File: src/rtl/ssd1331_spi_tx.sv
`default_nettype none
// ssd1331_spi_tx: MSB-first SPI word transmitter for the SSD1331 panel.
// SCLK follows the clock_divider output, two i_CLK edges late.
module ssd1331_spi_tx #(
  parameter int DATA_W = 8
) (
  input  logic              i_CLK,
  input  logic              i_RST,
  input  logic              i_CLK_DIV,
  output logic              o_DIV_EN,
  input  logic              i_START,
  input  logic [DATA_W-1:0] i_DATA,
  input  logic              i_DC,
  output logic              o_READY,
  output logic              o_DONE,
  output logic              o_SCLK,
  output logic              o_MOSI,
  output logic              o_CS_N,
  output logic              o_DC
);

  localparam int CNT_W = $clog2(DATA_W);
  localparam logic [CNT_W-1:0] LAST = CNT_W'(DATA_W - 1);

  typedef enum logic [1:0] {
    IDLE  = 2'd0,
    SETUP = 2'd1,
    SHIFT = 2'd2,
    HOLD  = 2'd3
  } state_t;

  state_t            state;
  logic              d1;
  logic              d2;
  logic [DATA_W-1:0] sr;
  logic [CNT_W-1:0]  cnt;
  logic              rise;
  logic              fall;

  assign rise     = d1 & ~d2;
  assign fall     = ~d1 & d2;
  assign o_READY  = (state == IDLE);
  assign o_DIV_EN = (state != IDLE);

  always_ff @(posedge i_CLK or negedge i_RST) begin
    if (!i_RST) begin
      state  <= IDLE;
      d1     <= 1'b0;
      d2     <= 1'b0;
      sr     <= '0;
      cnt    <= '0;
      o_DONE <= 1'b0;
      o_SCLK <= 1'b1;
      o_MOSI <= 1'b0;
      o_CS_N <= 1'b1;
      o_DC   <= 1'b0;
    end else begin
      d1     <= i_CLK_DIV;
      d2     <= d1;
      o_DONE <= 1'b0;
      case (state)
        IDLE: begin
          if (i_START) begin
            sr     <= i_DATA;
            o_DC   <= i_DC;
            o_CS_N <= 1'b0;
            o_SCLK <= 1'b1;
            cnt    <= '0;
            state  <= SETUP;
          end
        end
        SETUP: begin
          if (fall) begin
            o_SCLK <= 1'b0;
            o_MOSI <= sr[DATA_W-1];
            state  <= SHIFT;
          end
        end
        SHIFT: begin
          if (rise) begin
            o_SCLK <= 1'b1;
            if (cnt == LAST) begin
              state <= HOLD;
            end
          end else if (fall) begin
            // Next bit comes from the pre-shift word, so MOSI leads the shifted register.
            o_SCLK <= 1'b0;
            sr     <= sr << 1;
            cnt    <= cnt + 1'b1;
            o_MOSI <= sr[DATA_W-2];
          end
        end
        HOLD: begin
          if (fall) begin
            o_CS_N <= 1'b1;
            o_MOSI <= 1'b0;
            o_DONE <= 1'b1;
            state  <= IDLE;
          end
        end
        default: state <= IDLE;
      endcase
    end
  end

endmodule
`default_nettype wire

File: config.mk
export PLATFORM = sky130hd
export DESIGN_NAME = ssd1331_spi_tx
export DESIGN_NICKNAME = d
export VERILOG_FILES = /design/src/rtl/ssd1331_spi_tx.sv
export SDC_FILE = /design/constraint.sdc
export NUM_CORES = 1
export LEC_CHECK = 0
export BUFFER_PORTS_ARGS = -buffer_cell sky130_fd_sc_hd__buf_2
export CAP_MARGIN = 10
export CORE_AREA = 3 3 54 56
export DETAILED_ROUTE_END_ITERATION = 10
export DIE_AREA = 0 0 57 59
export PLACE_DENSITY = 0.73
export SYNTH_ARGS = -nofsm -noshare
export SYNTH_HDL_FRONTEND = slang
export SYNTH_SLANG_ARGS = --single-unit
File: constraint.sdc
create_clock -name i_CLK -period 2.57 [get_ports i_CLK]
set_clock_uncertainty 0.1 [all_clocks]
set_input_delay 0.257 -clock i_CLK [delete_from_list [all_inputs] [get_ports i_CLK]]
set_output_delay 0.257 -clock i_CLK [all_outputs]
set_load 0.1 [all_outputs]
## Yosys cells after proc, flatten, opt, wreduce, memory -nomap -nowiden

Index checks and enable logic that the tools add are counted.

- Flip-flop bits (word level): 20
- Input port bits: 13
- Output and inout bits: 7
- Logic and storage cells: 66

- Add/subtract/negate cells: 1
- Equality and inequality tests: 11
- Mux-type cells: 28
- Bitwise operators: 4
- Reductions and logical operators: 12

Operator list:

| operator | number |
|---|---|
| 8-bit two-way mux | 3 |
| 8-bit case mux with 2 select lines | 1 |
| 2-bit != test, second input constant | 7 |
| 1-bit two-way mux | 11 |
| 2-bit two-way mux | 5 |
| 5-bit AND reduction | 2 |
| 3-bit two-way mux | 3 |
| 2-bit case mux with 4 select lines | 1 |
| 1-bit case mux with 3 select lines | 2 |
| 3-bit case mux with 2 select lines | 1 |
| 2-bit nonzero test | 3 |
| 3-bit nonzero test | 2 |
| 2-bit equality test, second input constant | 2 |
| 2-bit AND reduction | 2 |
| 4-bit AND reduction | 1 |
| 3-bit by 1-bit adder with 3-bit output, second input constant | 1 |
| 3-bit equality test, second input constant | 1 |
| 3-bit AND reduction | 1 |
| 1-bit AND | 2 |
| 2-bit by 1-bit equality test with 1-bit output, second input constant | 1 |
| 2-bit zero test | 1 |
| 1-bit NOT | 2 |
| 1-bit case mux with 2 select lines | 1 |

## Logic depth before layout (Yosys ltp)

- Word-level depth: 5
- Depth in mapped cells: 7

## Worst setup path after synthesis

No wires, ideal clock.

- Path type: reg2reg
- Start: register state[0]
- End: register cnt[0]
- Setup time: 0.125 ns
- Arrival: 2.240 ns
- Slack: 0.105 ns
- Stages on the path, launching flop included: 7
- Path buffers: 1
- Clock period less this slack: 2.465 ns
- Cells stage by stage: dfrtp_1 inv_1 ha_1 nor2_1 a211oi_2 buf_6 mux2_4

- Longest elaborated chain between the ends: 3
- Elaborated cells on any way between the ends: 8
- Classes of those cells: eq/ne (4); mux (1); reduce/logical (3)

RTL lines:

| element | line | RTL |
|---|---|---|
| start, declared | 32 | `state_t state;` |
| start signal, assigned | 47 | `state <= IDLE;` |
| start signal, assigned | 69 | `state <= SETUP;` |
| start signal, assigned | 76 | `state <= SHIFT;` |
| 2-bit zero test (*) | -- |  |
| net o_READY | 14 | `output logic o_READY,` |
| 2-bit != test (no line) / 2-bit nonzero test (equally long branches) | -- |  |
| 4-bit AND reduction (no line) | -- |  |
| end signal, assigned | 89 | `cnt <= cnt + 1'b1;` |
| end, declared | 36 | `logic [CNT_W-1:0] cnt;` |

The timed path passes the listed nets; every way through them passes the cells marked *.
A chain may end at the register's enable or synchronous reset.

## Worst setup path in the final report

- Start: register state[0]
- End: register sr[4]

- Longest elaborated chain between the ends: 3
- Elaborated cells on any way between the ends: 8
- Classes of those cells: eq/ne (4); mux (1); reduce/logical (3)

RTL lines:

| element | line | RTL |
|---|---|---|
| 2-bit equality test / 2-bit zero test (equally long branches) | 61 | `case (state)` |
| 2-bit != test (no line) / 2-bit nonzero test (equally long branches) | -- |  |
| 4-bit AND reduction (no line) | -- |  |
| end signal, assigned | 64 | `sr <= i_DATA;` |
| end signal, assigned | 88 | `sr <= sr << 1;` |
| end, declared | 35 | `logic [DATA_W-1:0] sr;` |

Several ways; a longest one is shown, not always the timed one.

==> qor.txt <==
Status: complete, no violations
Tot GR Track Use: 12.9%
CTS Buf Count: 3
WL/cell: 13.7 um
Async SR Flop Fraction: 100%
Avg Cell Area, Syn: 12.7 um2
# Max-Cap Violations: 0
IO Count: 20
Least-Margin Pin Slew: 492 ps
Antenna Cells: 0
Mapped Cells: 87
Synth area leaders: dfrtp_1 (41%), mux2_4 (9.5%), mux2_2 (9.2%)
Total number of vias: 701
Die Wd: 57 um
Post-synth EDFFs: 0
Core area: 0.00248 mm2
DIE AREA: 0.00336 mm2
Area leader, netlist: dfrtp_1
Remaining Overflow, GRT: 0
FP Rows: 18
Routability congestion estimate: 0.767
RSZ-0062 raised after global routing: no
Synth Warn #: 0
Prevailing post-synth register cell: dfrtp_1
Initial Util: 44.6%
Critical Path RT: 2660 ps
# setup viols final: 0
Vias in the first global route: 730
Worst min path class: input pin to flop
# clock sinks: 20
Slew HR: 67.4%
Initial antenna violation count: 0
Tcrit/Tclk final: 80.9%
Largest register by flop count: sr
WS Path Type: flop to flop
Via density: 4.97
DRT iter0 DRCs: 3
Setup Buffers After CTS: 0
Synth-to-Final Area Change: 16.0%
Largest regs: sr: 8 flops, cnt: 3 flops, state: 2 flops
First-pass GRT wire length: 3360 um
Worst-path fanout max: 12
Synthesis-stage register bit count: 20
Layout cell share with drive strength beyond 1: 45.0%
Critical Path End Type: flop
PortBufs: 19
Setup TNS: 0 ps
Post-synth top cells: dfrtp_1 (18), mux2_2 (9), inv_1 (8), ha_1 (7), mux2_4 (7)
Tmin final: 2080 ps
Final Hold Vio Count: 0
Peak Freq: 481 MHz
Die Ht: 59 um
CTS tree: done
DP HPWL: 1480 um
Drt first pass iters: 4
H-tree levels: 1
Critical Path Source Type: flop
Final Net Count: 132
Cell variety after synth: 31
Synthesized net count: 107
Max reg flops: 8
Worst path arrival time: 2170 ps
DRC viols: 0
Top-count cell post-synth: dfrtp_1
Cell area after synthesis: 0.00110 mm2
Yosys top cell area share: 40.8%
DRT antenna net count: 0
Pins Over Slew Limit: 0
Clock Latency Late Sink: 290 ps
Register area share after synthesis: 45.5%
Worst-path clk slew: 110 ps
Largest net degree at the start of global routing: 21
Root Driver: clkbuf_4
Longest Clk Path Bufs: 2
Routed WL: 1940 um
layer usage:
metal,up-vias,GRT usage (%),routed length (um)
li1,347,-,-
met1,337,15.4,841
met2,13,22.8,989
met3,4,2.61,69
met4,0,4.97,34
met5,-,0,0
layout make-up:
class	count	area, um2
multi-input cells	56	544
inverters	8	30.0
clock buffers	4	36.3
well taps	30	37.5
flip-flops and latches	20	503
fillers	239	1200
repair buffers	23	130
timing repair:
item / CTS / global route
hold buffers: 2 / 0
endpoints found under the hold margin: 19 / 0
gates resized for setup: 0 / 0
critical path, cell delays in order, from the launching register on:
cell	delay, ps
dfrtp_1	440
inv_1	100
ha_1	420
nor2_1	140
a211oi_2	170
buf_4	250
mux2_2	350
through the flow:
step	hold slack, ps	cell area [um2]	util [%]	setup WS, ps	std cells
after detailed placement	135	1220	49.4	507	135
after CTS	87.7	1280	51.7	504	141
final	96.2	1280	51.7	491	141
after global placement	130	1220	49.4	608	135
after global routing	98.0	1280	51.7	382	141
after floorplan	-139	1100	-	105	87
final timing paths:
kind	start	endpoint	slack (ps)	depth (start not counted)
max	state[0]	sr[4]	490	6
min	i_DC	o_DC	100	2
max reg2reg	state[0]	sr[4]	490	6
min reg2reg	d1	d2	360	0
max in group asynchronous	i_RST	o_CS_N	1700	2
min in group asynchronous	i_RST	o_MOSI	330	2
logic make-up (layout without fill, tap and decap cells):
kind of cell             after synthesis  after routing  share of synthesized area, %
AO/OA/AOI/OAI                         12             12                          8.72
adder cells (fa/ha/maj)                7              7                          7.93
multiplexers                          20             20                          22.4
buffers and inverters                 11             35                          5.21
AND/OR/NAND/NOR                       17             17                          10.2
flip-flops                            20             20                          45.5
cell usage in the layout (no fill, tap or decap), drive strengths merged:
cell type / instances
mux2i: 3
a211o: 1
dfstp: 2
or2: 2
dfrtp: 18
dlygate4sd3: 2
or3: 1
a21o: 1
ha: 7
clkbuf: 4
and3: 1
a31oi: 1
a2bb2oi: 2
nand2b: 2
buf: 21
nand3b: 2
nor2b: 2
nor2: 1
nand4b: 1
mux2: 17
a21oi: 1
a211oi: 2
inv: 8
o21ai: 3
a221oi: 1
nand2: 5
Power is left out: the tool's default activity adds up to more than one toggle a clock period on the data nets, which glitch-free logic cannot reach.
